## src/rtl/perceptron_trainer_pkg.sv

```systemverilog
// Shared fixed-point defaults and trainer FSM encoding.
// Used by the trainer, its saturating weight-update datapath, and the bench.
package perceptron_trainer_pkg;
  localparam int FP_INT_W_DEF   = 4;
  localparam int FP_FRACT_W_DEF = 12;
  localparam int FP_ONE         = 1 << FP_FRACT_W_DEF;

  typedef enum logic [2:0] {
    S_IDLE,
    S_INIT,
    S_FETCH,
    S_EVAL,
    S_UPDATE,
    S_CHECK,
    S_DONE
  } state_t;
endpackage

```

## src/rtl/perceptron_trainer_fp_sat_addsub.sv

```systemverilog
// Saturating w +/- (x >>> lr_shift) in signed fixed point; purely combinational.
// Zero latency; no flow control.
module perceptron_trainer_fp_sat_addsub #(
  parameter int width    = 16,
  parameter int lr_shift = 3
) (
  input  logic [width-1:0] w,
  input  logic [width-1:0] x,
  input  logic             sub,
  output logic [width-1:0] result
);
  logic signed [width-1:0] delta;
  logic signed [width:0]   sum;

  assign delta = $signed(x) >>> lr_shift;

  always_comb begin
    if (sub) begin
      sum = $signed({w[width-1], w}) - $signed({delta[width-1], delta});
    end else begin
      sum = $signed({w[width-1], w}) + $signed({delta[width-1], delta});
    end
    // The extra sign bit disagreeing with the top data bit means overflow.
    if (sum[width] != sum[width-1]) begin
      result = sum[width] ? {1'b1, {(width-1){1'b0}}} : {1'b0, {(width-1){1'b1}}};
    end else begin
      result = sum[width-1:0];
    end
  end
endmodule

```

## src/rtl/perceptron_trainer.sv

```systemverilog
// Trains a 2-input perceptron with the perceptron rule over a rewindable sample stream.
// 2 cycles per correct sample, 3 per corrected one; stalls in FETCH until sample_valid.
module perceptron_trainer
  import perceptron_trainer_pkg::*;
#(
  parameter int fp_integer_width = FP_INT_W_DEF,
  parameter int fp_fract_width   = FP_FRACT_W_DEF,
  parameter int lr_shift         = 3,
  parameter int max_epochs       = 64,
  parameter int cnt_width        = 8
) (
  input  logic                                       clk,
  input  logic                                       rst_n,
  input  logic                                       start,
  input  logic [fp_integer_width+fp_fract_width-1:0] init_w1,
  input  logic [fp_integer_width+fp_fract_width-1:0] init_w2,
  input  logic                                       sample_valid,
  output logic                                       sample_ready,
  input  logic [fp_integer_width+fp_fract_width-1:0] sample_x1,
  input  logic [fp_integer_width+fp_fract_width-1:0] sample_x2,
  input  logic                                       sample_target,
  input  logic                                       sample_last,
  output logic                                       epoch_start,
  output logic [fp_integer_width+fp_fract_width-1:0] p_in1,
  output logic [fp_integer_width+fp_fract_width-1:0] p_in2,
  input  logic [fp_integer_width+fp_fract_width-1:0] p_weight1,
  input  logic [fp_integer_width+fp_fract_width-1:0] p_weight2,
  input  logic [fp_integer_width+fp_fract_width-1:0] p_result,
  output logic [fp_integer_width+fp_fract_width-1:0] p_weight1_new,
  output logic [fp_integer_width+fp_fract_width-1:0] p_weight2_new,
  output logic                                       p_weight1_ld,
  output logic                                       p_weight2_ld,
  output logic                                       busy,
  output logic                                       done,
  output logic                                       converged,
  output logic [cnt_width-1:0]                       epoch_count,
  output logic [cnt_width-1:0]                       error_count
);
  localparam int W   = fp_integer_width + fp_fract_width;
  localparam int CW1 = cnt_width + 1;
  localparam logic [CW1-1:0] epoch_limit = CW1'(max_epochs);

  state_t         state;
  logic           target_q;
  logic           last_q;
  logic           cls;
  logic           wrong;
  logic [W-1:0]   w1_upd;
  logic [W-1:0]   w2_upd;
  logic [CW1-1:0] epoch_next;

  assign cls        = ($signed(p_result) >= 0);
  assign wrong      = target_q ^ cls;
  assign epoch_next = {1'b0, epoch_count} + CW1'(1);

  // Target 1 misclassified as 0 pulls weights toward x, target 0 pushes away.
  perceptron_trainer_fp_sat_addsub #(.width(W), .lr_shift(lr_shift)) u_upd_w1 (
    .w      (p_weight1),
    .x      (p_in1),
    .sub    (~target_q),
    .result (w1_upd)
  );

  perceptron_trainer_fp_sat_addsub #(.width(W), .lr_shift(lr_shift)) u_upd_w2 (
    .w      (p_weight2),
    .x      (p_in2),
    .sub    (~target_q),
    .result (w2_upd)
  );

  always_ff @(posedge clk) begin
    if (!rst_n) begin
      state         <= S_IDLE;
      target_q      <= 1'b0;
      last_q        <= 1'b0;
      sample_ready  <= 1'b0;
      epoch_start   <= 1'b0;
      p_in1         <= '0;
      p_in2         <= '0;
      p_weight1_new <= '0;
      p_weight2_new <= '0;
      p_weight1_ld  <= 1'b0;
      p_weight2_ld  <= 1'b0;
      busy          <= 1'b0;
      done          <= 1'b0;
      converged     <= 1'b0;
      epoch_count   <= '0;
      error_count   <= '0;
    end else begin
      p_weight1_ld <= 1'b0;
      p_weight2_ld <= 1'b0;
      epoch_start  <= 1'b0;
      case (state)
        S_IDLE, S_DONE: begin
          if (start) begin
            state         <= S_INIT;
            busy          <= 1'b1;
            done          <= 1'b0;
            converged     <= 1'b0;
            epoch_count   <= '0;
            error_count   <= '0;
            p_weight1_new <= init_w1;
            p_weight2_new <= init_w2;
            p_weight1_ld  <= 1'b1;
            p_weight2_ld  <= 1'b1;
            epoch_start   <= 1'b1;
          end
        end
        S_INIT: begin
          state        <= S_FETCH;
          sample_ready <= 1'b1;
        end
        S_FETCH: begin
          if (sample_valid) begin
            state        <= S_EVAL;
            sample_ready <= 1'b0;
            p_in1        <= sample_x1;
            p_in2        <= sample_x2;
            target_q     <= sample_target;
            last_q       <= sample_last;
          end
        end
        S_EVAL: begin
          if (wrong) begin
            state         <= S_UPDATE;
            p_weight1_new <= w1_upd;
            p_weight2_new <= w2_upd;
            p_weight1_ld  <= 1'b1;
            p_weight2_ld  <= 1'b1;
            if (error_count != '1) begin
              error_count <= error_count + cnt_width'(1);
            end
          end else if (last_q) begin
            state <= S_CHECK;
          end else begin
            state        <= S_FETCH;
            sample_ready <= 1'b1;
          end
        end
        S_UPDATE: begin
          if (last_q) begin
            state <= S_CHECK;
          end else begin
            state        <= S_FETCH;
            sample_ready <= 1'b1;
          end
        end
        S_CHECK: begin
          epoch_count <= epoch_next[cnt_width-1:0];
          if (error_count == '0) begin
            state     <= S_DONE;
            busy      <= 1'b0;
            done      <= 1'b1;
            converged <= 1'b1;
          end else if (epoch_next == epoch_limit) begin
            state <= S_DONE;
            busy  <= 1'b0;
            done  <= 1'b1;
          end else begin
            state        <= S_FETCH;
            sample_ready <= 1'b1;
            error_count  <= '0;
            epoch_start  <= 1'b1;
          end
        end
        default: begin
          state <= S_IDLE;
          busy  <= 1'b0;
        end
      endcase
    end
  end
endmodule

```

## config.mk

```make
export PLATFORM = sky130hd
export DESIGN_NAME = perceptron_trainer
export DESIGN_NICKNAME = d
export VERILOG_FILES = /design/src/rtl/perceptron_trainer_pkg.sv /design/src/rtl/perceptron_trainer_fp_sat_addsub.sv /design/src/rtl/perceptron_trainer.sv
export SDC_FILE = /design/constraint.sdc
export NUM_CORES = 1
export LEC_CHECK = 0
export ABC_AREA = 1
export CAP_MARGIN = 20
export CORE_MARGIN = 1
export CORE_UTILIZATION = 53
export CTS_CLUSTER_DIAMETER = 50
export DETAILED_ROUTE_END_ITERATION = 8
export GPL_TIMING_DRIVEN = 0
export PLACE_DENSITY = 0.87
export SYNTH_ARGS = -nofsm -noshare
export SYNTH_HDL_FRONTEND = slang
export SYNTH_HIERARCHICAL = 1
export SYNTH_SLANG_ARGS = --single-unit
```

## constraint.sdc

```tcl
create_clock -name clk -period 7.5 [get_ports clk]
set_input_delay 0.75 -clock clk [delete_from_list [all_inputs] [get_ports clk]]
set_output_delay 0.75 -clock clk [all_outputs]
set_load 0.1 [all_outputs]
```

; ---- After elaboration in Yosys (flattened, before gate mapping)
; Cells that the tools add are included.
[totals]
regBits = 91
output_inout_bits = 87
wordCells = 108
inputBits = 118
[op_classes]
magnitude_cmp = 1
n_reduce_logical = 17
bitwise = 2
eq_ne = 19
muxes = 48
n_addsub = 6
[ops]
columns = operator, count
row1 = $mux 16, 8
row2 = $pmux 16 s2, 2
row3 = $mux 8, 5
row4 = $add 16x13->17, 2
row5 = $mux 17, 2
row6 = $sub 16x13->17, 2
row7 = $pmux 8 s3, 1
row8 = $mux 3, 6
row9 = $pmux 3 s6, 1
row10 = $ge 16x1->1 const B, 1
row11 = $mux 1, 16
row12 = $ne 2x2->1 const B, 8
row13 = $pmux 8 s2, 1
row14 = $reduce_and 3->1, 4
row15 = $add 8x1->9 const B, 1
row16 = $eq 3x3->1 const B, 3
row17 = $eq 9x7->1 const B, 1
row18 = $add 8x1->8 const B, 1
row19 = $logic_not 8->1, 1
row20 = $ne 8x8->1 const B, 1
row21 = $pmux 1 s2, 4
row22 = $eq 3x2->1 const B, 2
row23 = $reduce_and 2->1, 3
row24 = $reduce_and 6->1, 1
row25 = 14 further kinds, 16

; ---- Longest topological paths before layout
; Gate-level depths: netlist (run 1).
[logic_depth]
ltp_word = 6
depth_mapped = 23
ltp_nobuf = 22

; ---- Hierarchy
; The synthesis (run 1) kept the hierarchy.
[by_module_without_submodules]
columns = mod, cells_per_inst, area_each_um2, instances, seq_area_each_um2
row1 = perceptron_trainer, 553, 4032.6, 1, 1821.7
row2 = perceptron_trainer_fp_sat_addsub, 265, 1607.8, 2, 0.0

; ---- Worst setup path after synthesis (run 1)
; No wires, ideal clock.
[synth_path]
kind = register to register
from = reg p_in2[4]
to = reg p_weight2_new[12]
required_time_ps = 7425
t_arrival_ps = 3433
n_path_buf = 1
setup_slack_ps = 3992
stages_incl_launch_ff = 22
period_less_slack_ps = 3508
setup_time_ps = 75
cell_sequence = dfxtp_1 > inv_1 > ha_1 > nand2_1 > nand2_1 > o21ai_0 > nor2_1 > xnor2_1 > inv_1 > ha_1 > a21oi_1 > nand2_1 > a21oi_2 > nand2_2 > nand2_4 > nand2_4 > nand3_4 > buf_12 > nand2_2 > nand2_2 > nand2_1 > a31oi_1
[synth_via]
elab_chain_len = 6
elab_cells_between_ends = 8
cone_classes = add/sub (2) / eq/ne (1) / mux (5)
[synth_lines]
columns = item, line_no
row1 = from (decl), perceptron_trainer.sv:25  ; output logic [fp_integer_width+fp_fract_width-1:0] p_in2,
row2 = from (signal assigned), perceptron_trainer.sv:118  ; p_in2 <= sample_x2;
row3 = $sub 16x13->17 or $add 16x13->17 (tied branches), "perceptron_trainer_fp_sat_addsub.sv:19, perceptron_trainer_fp_sat_addsub.sv:21"
row4 = $mux 17 (*), perceptron_trainer_fp_sat_addsub.sv:18  ; if (sub) begin
row5 = $mux 16 or $ne 1x1->1 (tied branches), "perceptron_trainer_fp_sat_addsub.sv:25, perceptron_trainer_fp_sat_addsub.sv:24"
row6 = $mux 16 (*), perceptron_trainer_fp_sat_addsub.sv:24  ; if (sum[width] != sum[width-1]) begin
row7 = named net w2_upd[12], perceptron_trainer.sv:49  ; logic [W-1:0] w2_upd;
row8 = $mux 16 (*), perceptron_trainer.sv:124  ; if (wrong) begin
row9 = $pmux 16 s2 (*), perceptron_trainer.sv:93  ; case (state)
row10 = to (signal assigned), perceptron_trainer.sv:103  ; p_weight2_new <= init_w2;
row11 = to (signal assigned), perceptron_trainer.sv:127  ; p_weight2_new <= w2_upd;
row12 = to (decl), perceptron_trainer.sv:30  ; output logic [fp_integer_width+fp_fract_width-1:0] p_weight2_new,
; The timed path passes the listed nets; every way through them passes the cells marked *. The select of a mux whose other input is x is not followed.
; A chain may end at the register's enable or synchronous reset.

; ---- Final worst setup path (run 1)
[layout_path]
from = reg p_in1[5]
to = reg p_weight1_new[7]
[layout_via]
elab_chain_len = 6
elab_cells_between_ends = 8
cone_classes = add/sub (2) / eq/ne (1) / mux (5)
[layout_lines]
columns = item, line_no
row1 = from (decl), perceptron_trainer.sv:24  ; output logic [fp_integer_width+fp_fract_width-1:0] p_in1,
row2 = from (signal assigned), perceptron_trainer.sv:117  ; p_in1 <= sample_x1;
row3 = $sub 16x13->17 or $add 16x13->17 (tied branches), "perceptron_trainer_fp_sat_addsub.sv:19, perceptron_trainer_fp_sat_addsub.sv:21"
row4 = $mux 17 (*), perceptron_trainer_fp_sat_addsub.sv:18
row5 = $mux 16 or $ne 1x1->1 (tied branches), "perceptron_trainer_fp_sat_addsub.sv:25, perceptron_trainer_fp_sat_addsub.sv:24"
row6 = $mux 16 (*), perceptron_trainer_fp_sat_addsub.sv:24
row7 = named net w1_upd[7], perceptron_trainer.sv:48  ; logic [W-1:0] w1_upd;
row8 = $mux 16 (*), perceptron_trainer.sv:124
row9 = $pmux 16 s2 (*), perceptron_trainer.sv:93
row10 = to (signal assigned), perceptron_trainer.sv:102  ; p_weight1_new <= init_w1;
row11 = to (signal assigned), perceptron_trainer.sv:126  ; p_weight1_new <= w1_upd;
row12 = to (decl), perceptron_trainer.sv:29  ; output logic [fp_integer_width+fp_fract_width-1:0] p_weight1_new,
; Marked as above.

==> results.md, run 1 <==
* Initial Utilization at a little over half
* Synth area leader: dfxtp_1
* Tot GR Track Use at about 30%
* Critical Path RT at about 8 ns
* Drt pass-1 iters at 5
* Setup Fix Bufs, Post-CTS at 0
* Ys flop type: dfxtp_1
* FP Rows at 42
* Post-synthesis sequential area ratio at between 20% and 30%
* Hold Slack at about 0.45 ns
* Die Y at approximately 120 um
* Cell count after synthesis at ~1.1k
* Switching share of power at 55.7%
* CTS root buf: clkbuf_16
* Dominant cell type by count on the critical path: nand2_1
* Synth Net Count at around 1.2k
* Clock tree buffer depth at 2
* CTS clk-pin slew, worst paths at 0.07 ns
* Clock network fraction of total power at a little over an eighth
* Core Util, Final at 72.8%
* Post-synth top cells: nand2_1 (263), nor2_1 (131), inv_1 (100), dfxtp_1 (91), nand2_2 (50)
* Die area at about 14000 um2
* Hpwl dp at around 16000 um
* Critical path class: register to register
* Initial antenna violation count at 0
* Initial DRC count at between 500 and 600
* Max stage delay on crit path at 0.61 ns
* Max Clock Freq at between 200 and 300 MHz
* Final min period at roughly 3.6 ns
* Net switching power at about 2.2 mW
* Final Hold Fails at 0
* GP Congestion at around 0.9
* Vias per inst at roughly 5.3
* Die width at 119 um
* Worst-path maximum fanout at 10
* RSZ-0062 raised after global routing: no
* Count leader, synth: nand2_1
* Int Pwr at 1.75 mW
* CTS hold repair buffers at 0
* Top cells by area, synth: dfxtp_1 (25%), nand2_1 (14%), nor2_1 (6.8%), ha_1 (6.6%), inv_1 (5.2%)
* Syn Std Cell Area at a little over 7000 um2
* Crit end category: register
* Async SR Flop Fraction at 0%
* I/O pins at 205
* Nets@finish at 1440
* TritonCTS clock tree: yes
* Arr. time, crit path at a little under 4 ns
* Final Non-Filler Cells at between 1k and 1.5k
* Fin crit share at a little under half
* Final Setup Violations at 0
* Core area at 13300 um2
* Critical path, cell by cell: nor3_1 -> nand4_1 -> o41ai_1 -> ha_1 -> nand2_1 -> inv_1 -> nand2_1 -> nand2_1 -> a21oi_2 -> nand2_2 -> nand2_4 -> nand2_4 -> nand3_4 -> buf_12 -> nand2_2 -> nand2_1 -> nand2_1 -> a31oi_1
* Fin. max-slew vios at 0
* Largest net degree at the start of global routing at 16
* # clock sinks at 91
* TritonCTS buffer count at 9
* Maximum VDD drop at 0.000256 V
* Relative max-transition margin at just over 30%
* Leakage at roughly 4.2 nW
* Synth warn at 6
* PwrDens at 408 nW/um2
* WL/cell at 14.1 um
* Post-synth EDFFs at 0
* Startpoint Class: register
* Comb power frac at 69.2%
* Final wirelength at a little over 20000 um
* ANT nets after route at 0
* Mean Syn Cell Area at 6.69 um2
* Area Overhead vs Synth at 33.6%
* Detailed-route DRC error count at 0
* Final antenna diode count at 0
* Setup TNS at 0 ns
* Status: finished, final reports clean
* Latest clock arrival within the worst-skew pair at ~0.35 ns
* Vias in the first global route at ~7.3k
* DP Cell Count at roughly 1.4k
* Synth Register Bits at 91
* Min-Delay Path Class: register to register
* Global route total overflow at 0
* Top cell type's share of synthesized area at 25.1%
* Layout Skew at 0.00565 ns
* Port-buffer cells at ~190
* DR vias at about 7.7k
* H-tree depth at 3
* Max-Cap Viols at 0
* Post-CTS Resized at 0
* First-pass GRT wire length at approximately 34000 um
* Worst-margin pin slew at 1.04 ns
* Slowest CP cell: o41ai_1
* Power, Total at between 3 and 4 mW
* Count of cell types in the netlist at 46
* Share of power burned in registers at between 10% and 20%
* Layout cell share with drive strength beyond 1 at about 13%
## worst paths after layout
kind / from / to / slack [ns] / depth (start not counted)
worst max register to register: p_in1[5] / p_weight1_new[7] / 3.90 / 18
worst max-delay path: p_in1[5] / p_weight1_new[7] / 3.90 / 18
worst min-delay path: busy / busy / 0.45 / 2
worst min register to register: busy / busy / 0.45 / 2
## area by class of cell
| class | count | area, um2 |
|---|---|---|
| buffer | 39 | 246 |
| clock buffer | 11 | 253 |
| clock inverter | 5 | 82.6 |
| fill | 1091 | 3610 |
| inverter | 116 | 440 |
| multi-input combinational | 837 | 4740 |
| sequential | 91 | 1820 |
| tap | 176 | 220 |
| timing repair buffer | 188 | 1880 |
## registers in the layout, summed over array words and instances (netlist names)
signal / cells
p_weight1_new: 16
busy: 1
p_weight2_new: 16
p_in1: 16
epoch_count: 8
converged: 1
sample_ready: 1
state: 3
p_weight2_ld: 1
p_in2: 16
target_q: 1
epoch_start: 1
done: 1
error_count: 8
last_q: 1
## per-layer routing
layer	up-vias	track usage (%)	part of all wire [%]
li1	3910	-	-
met3	36	4.69	6.2
met1	3470	37.9	44
met5	-	0	0
met2	283	50.8	48
met4	0	11.2	2.5
## through the flow
step / setup slack [ns] / instance area (um2)
final: 3.90 / 9690
after global routing: 3.58 / 9690
after CTS: 3.97 / 9690
after detailed placement: 4.00 / 9350
after global placement: 4.13 / 9350
after floorplan: 3.99 / 7250
## worst max-delay path, delay by kind of cell (launching register included)
family,cells,cell delay (ns)
adders and majority gates,1,0.42
AOI/OAI and AO/OA,3,1.01
and+or+nand+nor,12,1.52
buffers and inverters,2,0.21
DFF,1,0.37
## cell families (layout without fill, tap and decap cells)
family	count (synthesis)	after routing	synth area share [%]
compound gates	174	174	13.6
xor+xnor	46	46	5.56
fa+ha+maj	40	40	7.11
buf+inv	155	359	9.48
simple gates	577	577	39.1
flops	91	91	25.1
## layout by cell type (no fill, tap or decap), drive strengths merged
cell,n
o31ai,2
ha,38
fa,2
o41ai,4
clkbuf,29
nand3b,7
nor2,144
nand3,57
xor2,32
and2,6
a21oi,48
bufinv,2
o21bai,5
inv,117
dfxtp,91
o21ai,77
nand2,328
nor3,14
nor4,1
clkdlybuf4s50,188
or2,2
buf,21
xnor2,14
a211oi,1
clkinv,2
a41oi,1
nand4,18
a31oi,36
## power by group through the flow
| stage | sequential, mW | clock, mW | combinational (mW) |
|---|---|---|---|
| 2_1_floorplan | 1.44 | 0 | 1.40 |
| 3_3_place_gp | 0.704 | 0 | 2.67 |
| 3_5_place_dp | 0.708 | 0 | 2.71 |
| 4_1_cts | 0.699 | 0.523 | 2.73 |
| 5_1_grt | 0.715 | 0.545 | 2.95 |
| 6_report | 0.699 | 0.519 | 2.74 |
Note: power is estimated with default switching activity, not from simulation.
==> inputs of run 2 (changes only) <==
--- a/config.mk
+++ b/config.mk
@@ -8,11 +8,11 @@
 export ABC_AREA = 1
 export CAP_MARGIN = 20
 export CORE_MARGIN = 1
-export CORE_UTILIZATION = 53
+export CORE_UTILIZATION = 45
 export CTS_CLUSTER_DIAMETER = 50
 export DETAILED_ROUTE_END_ITERATION = 8
 export GPL_TIMING_DRIVEN = 0
-export PLACE_DENSITY = 0.87
+export PLACE_DENSITY = 0.79
 export SYNTH_ARGS = -nofsm -noshare
 export SYNTH_HDL_FRONTEND = slang
 export SYNTH_HIERARCHICAL = 1
==> constraint.sdc (replaced) <==
create_clock -name clk -period 3.2 [get_ports clk]
set_input_delay 0.32 -clock clk [delete_from_list [all_inputs] [get_ports clk]]
set_output_delay 0.32 -clock clk [all_outputs]
set_load 0.1 [all_outputs]
==> run 2 against run 1 <==
  * Maximum frequency is 14% higher
  * Total power up 140%
  * Sequential power is 140% higher
  * Setup slack worse by 3.8 ns
  * Critical path depth increased by 2
==> results.md, run 2 (synthesized netlist as in run 1, its figures left out) <==
* Status: finished, final reports clean
* DR vias at 7668 (-0.40%)
* Latest clock arrival within the worst-skew pair at 0.35 ns (about the same)
* Final wirelength at 20700 um (+0.14%)
* Layout cell share with drive strength beyond 1 at 16.9% (+4.3 points)
* Crit end category: register
* RSZ-0062 raised after global routing: yes
* PwrDens at 941 nW/um2 (+130%)
* Global route total overflow at 0 (unchanged)
* Initial DRC count at 456 (-11%)
* H-tree depth at 3 (unchanged)
* Most frequent cells in the layout: nand2_1 (255), clkdlybuf4s50_1 (188), nor2_1 (130)
* Setup TNS at 0 ns (unchanged)
* Worst-margin pin slew at 1.05 ns (+0.0104 ns)
* CTS hold repair buffers at 0 (unchanged)
* Die width at 129 um (+8.4%)
* Final Hold Fails at 0 (unchanged)
* First-pass GRT wire length at 31900 um (-6.6%)
* Max Clock Freq at 318 MHz (+14%)
* CTS clk-pin slew, worst paths at 0.07 ns (about the same)
* Fin. max-slew vios at 0 (unchanged)
* Critical Path RT at 3.48 ns (-4.29 ns)
* Drt pass-1 iters at 5 (unchanged)
* Vias in the first global route at 6933 (-5.1%)
* Die Y at 129 um (+8.4%)
* Die area at 16600 um2 (+17%)
* R2R Setup Slk at 0.06 ns (-3.85 ns)
* DP Cell Count at 1487 (+2.8%)
* Final Setup Violations at 0 (unchanged)
* Fin crit share at 98.3% (+50 points)
* TritonCTS clock tree: yes
* Relative max-transition margin at 29.7% (-0.70 points)
* Hold Slack at 0.466 ns (+0.0133 ns)
* Met1 Track Usage GR at 29.1% (-8.8 points)
* TritonCTS buffer count at 9 (unchanged)
* Hpwl dp at 16300 um (-0.73%)
* Met3 Use GR at 5.61% (+0.92 points)
* Initial Utilization at 45.8% (-8.7 points)
* Critical path class: register to register
* Max-Cap Viols at 0 (unchanged)
* Fill count at 1463 (+34%)
* Most Crowded Layer GR: met2
* Pre-CTS WS at -0.191 ns (-4.19 ns)
* Vias per inst at 5.06 (-3.8%)
* WL/cell at 13.6 um (-3.3%)
* Leading cell type in the layout, fill and taps excluded: nand2_1
* Initial antenna violation count at 1 (+1)
* I/O pins at 205 (unchanged)
* Final min period at 3.14 ns (-0.453 ns)
* Layout Skew at 0.00999 ns (+0.00434 ns)
* Smallest setup slack after layout at 0.0553 ns (-3.85 ns)
* Min-Delay Path Class: register to register
* Final antenna diode count at 0 (unchanged)
* GP Congestion at 0.945 (+3.0%)
* Final Non-Filler Cells at 1515 (+3.6%)
* Worst-path maximum fanout at 7 (-3)
* Leakage at 4.30 nW (+2.3%)
* CTS root buf: clkbuf_16
* Largest net degree at the start of global routing at 17 (+1)
* Tot GR Track Use at 24.2% (-5.7 points)
* Startpoint Class: register
* FP Rows at 46 (+9.5%)
* Core area at 15800 um2 (+19%)
* Clock tree buffer depth at 2 (unchanged)
* Detailed-route DRC error count at 0 (unchanged)
* Port-buffer cells at 188 (unchanged)
* # clock sinks at 91 (unchanged)
* Power, Total at 9.47 mW (+140%)
* Arr. time, crit path at 3.42 ns (-0.45 ns)
* Area Overhead vs Synth at 38.9%
* ANT nets after route at 0 (unchanged)
* Met2 usage at 43.1% (-7.7 points)
* Maximum VDD drop at 0.000480 V (+88%)
* Nets@finish at 1452 (+0.83%)
[run 2: cell count changes in the layout (fill, tap and decap cells not counted), moves of 4 or more]
cell     delta
buf_4      +10
nand2_1     -8
nand2_2     +5
ha_1       -11
o21ai_0     -4
ha_4        +8
dfxtp_2    +12
dfxtp_1    -15
[run 2: final cells by class]
type	count	area, um2	area share (%)
repair buffers	200	1990	19.8
clock buffers	10	229	2.27
plain buffers	39	246	2.45
multi-input cells	837	4990	49.6
inverters	116	440	4.38
flip-flops and latches	91	1850	18.4
clock inverters	6	47.5	0.472
well taps	216	270	2.69
[run 2: through the flow]
step                cell area [um2]  util (%)
detailed placement             9420      59.5
global placement               9420      59.5
finish                        10100      63.6
global route                  10100      63.6
floorplan                      7270         -
CTS                            9740      61.5
[run 2: worst max-delay path: stages, from the launching register on]
cell,delay [ns]
dfxtp_4,0.36
nor3_4,0.23
nand4_1,0.17
buf_4,0.19
buf_6,0.12
o41ai_4,0.39
ha_4,0.29
nand2_4,0.07
inv_2,0.04
nand2_2,0.06
nand2_2,0.06
a21oi_4,0.17
nand2_2,0.09
nand2_4,0.10
nand2_4,0.06
nand3_4,0.15
clkbuf_16,0.19
nand2_4,0.04
nand2_2,0.06
nand2_2,0.05
a31oi_1,0.17
[run 2: repair_timing]
action                     4_1_cts  5_1_grt
setup endpoints to repair       20       31
hold endpoints to repair         0        0
setup buffers                    0       11
gates cloned                     0        1
pin swaps                        0       17
resized for setup                8       49
[run 2: metal layers]
metal / vias up / part of all wire, %
met1: 3476 / 44
met4: 2 / 1.7
met3: 30 / 6.3
met2: 222 / 48
met5: - / 0.063
li1: 3938 / -
[run 2: worst paths after layout]
kind	from	end	depth (start not counted)
max	p_in1[4]	p_weight1_new[12]	20
min reg2reg	busy	busy	2
min	busy	busy	2
max reg2reg	p_in1[4]	p_weight1_new[12]	20
[run 2: power by group]
| part | internal [mW] | total, mW | leakage (nW) | switching, mW |
|---|---|---|---|---|
| Combinational | 2.23 | 6.78 | 3.41 | 4.55 |
| Clock | 0.537 | 1.03 | 0.139 | 0.488 |
| Sequential | 1.41 | 1.66 | 0.752 | 0.252 |
==> inputs of run 3 (changes only) <==
--- a/config.mk
+++ b/config.mk
@@ -8,11 +8,11 @@
 export ABC_AREA = 1
 export CAP_MARGIN = 20
 export CORE_MARGIN = 1
-export CORE_UTILIZATION = 45
+export CORE_UTILIZATION = 49
 export CTS_CLUSTER_DIAMETER = 50
 export DETAILED_ROUTE_END_ITERATION = 8
 export GPL_TIMING_DRIVEN = 0
-export PLACE_DENSITY = 0.79
+export PLACE_DENSITY = 0.82
 export SYNTH_ARGS = -nofsm -noshare
 export SYNTH_HDL_FRONTEND = slang
 export SYNTH_HIERARCHICAL = 1
==> constraint.sdc (replaced) <==
create_clock -name clk -period 3.15 [get_ports clk]
set_input_delay 0.315 -clock clk [delete_from_list [all_inputs] [get_ports clk]]
set_output_delay 0.315 -clock clk [all_outputs]
set_load 0.1 [all_outputs]
==> run 3 against run 2 <==
  * The run now ends with setup timing left
  * Routed wire length grew 2.5%
  * Largest power group unchanged
  * Setup slack got worse by 0.16 ns
  * Utilization rose by 5.8 points
  * Non-clock buffer count up 4
  * Sequential share of layout area increased by 0.084 points
==> results.md, run 3 (synthesized netlist as in run 1, its figures left out) <==
* Initial antenna violation count at 0 (-1)
* TritonCTS buffer count at 9 (unchanged)
* Final wirelength at 21200 um (+2.5%)
* WL/cell at 14.3 um (+4.5%)
* H-tree depth at 3 (unchanged)
* Slowest CP cell: dfxtp_4
* Final Setup Violations at 7 (+7)
* Failing checks: setup timing
* Critical path, cell by cell: nor3_4 -> nand4_1 -> buf_4 -> o41ai_4 -> ha_1 -> buf_4 -> nand2_2 -> nor2_1 -> a21oi_2 -> nand2_4 -> inv_2 -> nand2_2 -> nand3_4 -> buf_12 -> nand2_2 -> nand2_1 -> nand2_1 -> a31oi_1
* Crit end category: register
* Fin crit share at 103% (+4.9 points)
* Maximum VDD drop at 0.000715 V (+49%)
* TritonCTS clock tree: yes
* Nets@finish at 1456 (+0.28%)
* RSZ-0062 raised after global routing: yes
* Power, Total at 9.78 mW (+3.3%)
* Clock tree buffer depth at 2 (unchanged)
* WP buf/inv at 4 (unchanged)
* Vias per inst at 5.21 (+3.0%)
* Critical Path RT at 3.41 ns (-0.07 ns)
* Leading cell type in the layout, fill and taps excluded: nand2_1
* Die area at 15300 um2 (-8.0%)
* Final Hold Fails at 0 (unchanged)
* Leakage at 4.31 nW (+0.18%)
* DR vias at 7750 (+1.1%)
* Die width at 124 um (-4.1%)
* Final min period at 3.25 ns (+0.105 ns)
* CTS root buf: clkbuf_16
* First-pass GRT wire length at 32600 um (+2.2%)
* Startpoint Class: register
* DP Cell Count at 1455 (-2.2%)
* CTS clk-pin slew, worst paths at 0.07 ns (about the same)
* Layout cell share with drive strength beyond 1 at 17.4% (+0.56 points)
* Final antenna diode count at 0 (unchanged)
* Status: finished, violations left
* Max-Cap Viols at 0 (unchanged)
* Net switching power at 5.38 mW (+1.6%)
* Smallest setup slack after layout at -0.0999 ns (-0.155 ns)
* Max stage delay on crit path at 0.37 ns (-0.02 ns)
* Layout Skew at 0.00763 ns (-0.00236 ns)
* Max Clock Freq at 308 MHz (-3.2%)
* Setup TNS at -0.192 ns (-0.192 ns)
* Finished Cell Area at 10000 um2 (-0.19%)
* GP Congestion at 0.926 (-2.0%)
* Pre-CTS WS at -0.159 ns (+0.0314 ns)
* Switching share of power at 55.0% (-0.90 points)
* FP Rows at 44 (-4.3%)
* Detailed-route DRC error count at 0 (unchanged)
* Clock network fraction of total power at 11.9% (+1.1 points)
* CTS hold repair buffers at 0 (unchanged)
* Share of power burned in registers at 17.3% (-0.3 points)
* Most frequent cells in the layout: nand2_1 (253), clkdlybuf4s50_1 (188), nor2_1 (131)
* Crit path max-delay family: simple AND/OR/NAND/NOR gates
* Worst-margin pin slew at 1.04 ns (-0.00780 ns)
* Int Pwr at 4.41 mW (+5.4%)
* Fin. max-slew vios at 0 (unchanged)
* R2R Path Start: p_in1[3]
* Final Non-Filler Cells at 1487 (-1.8%)
* Initial Utilization at 50.1% (+4.3 points)
* Area Overhead vs Synth at 38.6%
* Fill count at 1255 (-14%)
* Worst hold start: busy
* Dominant cell type by count on the critical path: nand2_2
* Largest net degree at the start of global routing at 16 (-1)
* Hpwl dp at 16300 um (+0.13%)
* Global route total overflow at 0 (unchanged)
* Worst setup path startpoint: p_in1[3]
* Port-buffer cells at 188 (unchanged)
* Vias in the first global route at 7009 (+1.1%)
* Relative max-transition margin at 30.2% (+0.52 points)
* I/O pins at 205 (unchanged)
* Min-Delay Path Class: register to register
* Placed cell area at 9390 um2 (-0.29%)
* Comb power frac at 70.8% (-0.8 points)
* Core area at 14500 um2 (-8.5%)
* Worst-path maximum fanout at 7 (unchanged)
* Arr. time, crit path at 3.51 ns (+0.09 ns)
* Initial DRC count at 459 (+0.66%)
* Critical path class: register to register
* Drt pass-1 iters at 5 (unchanged)
* PwrDens at 974 nW/um2 (+3.5%)
* Tot GR Track Use at 27.3% (+3.1 points)
* Die Y at 124 um (-4.1%)
* # clock sinks at 91 (unchanged)
* Latest clock arrival within the worst-skew pair at 0.35 ns (about the same)
* ANT nets after route at 0 (unchanged)
==> run 3: cell types whose count changed in the layout (fill, tap and decap cells not counted), moves of 2 or more <==
| cell | delta |
|---|---|
| bufinv_16 | +2 |
| nand2_2 | +3 |
| ha_4 | -4 |
| nand2_1 | -2 |
| dfxtp_1 | -2 |
| ha_2 | +6 |
| nor2_2 | -2 |
| buf_4 | +4 |
| ha_1 | -2 |
| buf_6 | -2 |
| inv_6 | -2 |
==> run 3: layer usage <==
| metal | GRT usage [%] | part of all wire, % | vias up | wire [um] |
|---|---|---|---|---|
| met1 | 34.8 | 43 | 3480 | 9210 |
| met2 | 44.9 | 47 | 276 | 9890 |
| met3 | 5.17 | 7.0 | 39 | 1480 |
| met4 | 11.3 | 2.9 | 0 | 607 |
| met5 | 0 | 0 | - | 0 |
| li1 | - | - | 3955 | - |
==> run 3: per-stage QoR <==
step,hold WS (ns),util [%]
after floorplan,0.460,-
after global placement,0.455,64.9
after detailed placement,0.463,64.9
after CTS,0.458,67.5
after global routing,0.498,69.4
final,0.474,69.4
==> run 3: worst reg2reg max path: cells and delay by family (launching register included) <==
family | cells | cell delay [ns]
fa+ha+maj | 1 | 0.35
compound gates | 3 | 0.76
simple gates | 10 | 1.05
buf+inv | 4 | 0.61
flops | 1 | 0.37
==> run 3: final cells by class <==
class / instances / area, um2 / share of cell area [%]
buffer: 39 / 250 / 2.49
clock buffer: 11 / 233 / 2.32
clock inverter: 5 / 78.8 / 0.785
inverter: 116 / 440 / 4.38
multi-input combinational: 837 / 4940 / 49.2
sequential: 91 / 1850 / 18.4
tap: 184 / 230 / 2.29
timing repair buffer: 204 / 2020 / 20.1
==> run 3: power groups by stage <==
stage	clock network, mW	logic [mW]	registers (mW)
2_1_floorplan	0	3.32	3.45
3_3_place_gp	0	6.36	1.69
3_5_place_dp	0	6.43	1.70
4_1_cts	1.18	6.55	1.68
5_1_grt	1.24	7.43	1.73
6_report	1.17	6.92	1.69
==> run 3: path summary, 6_finish.rpt <==
kind | cells past startpoint | slack (ns) | to
worst max register to register | 18 | -0.1 | p_weight1_new[7]
worst max-delay path | 18 | -0.1 | p_weight1_new[7]
worst min-delay path | 2 | 0.47 | busy
worst min register to register | 2 | 0.47 | busy
==> run 3: timing repair <==
item                       in CTS  in global routing
setup endpoints to repair      28                 31
buffers inserted                3                 11
pin swaps                       3                 32
gates resized for setup        10                 42
gates cloned                    0                  2
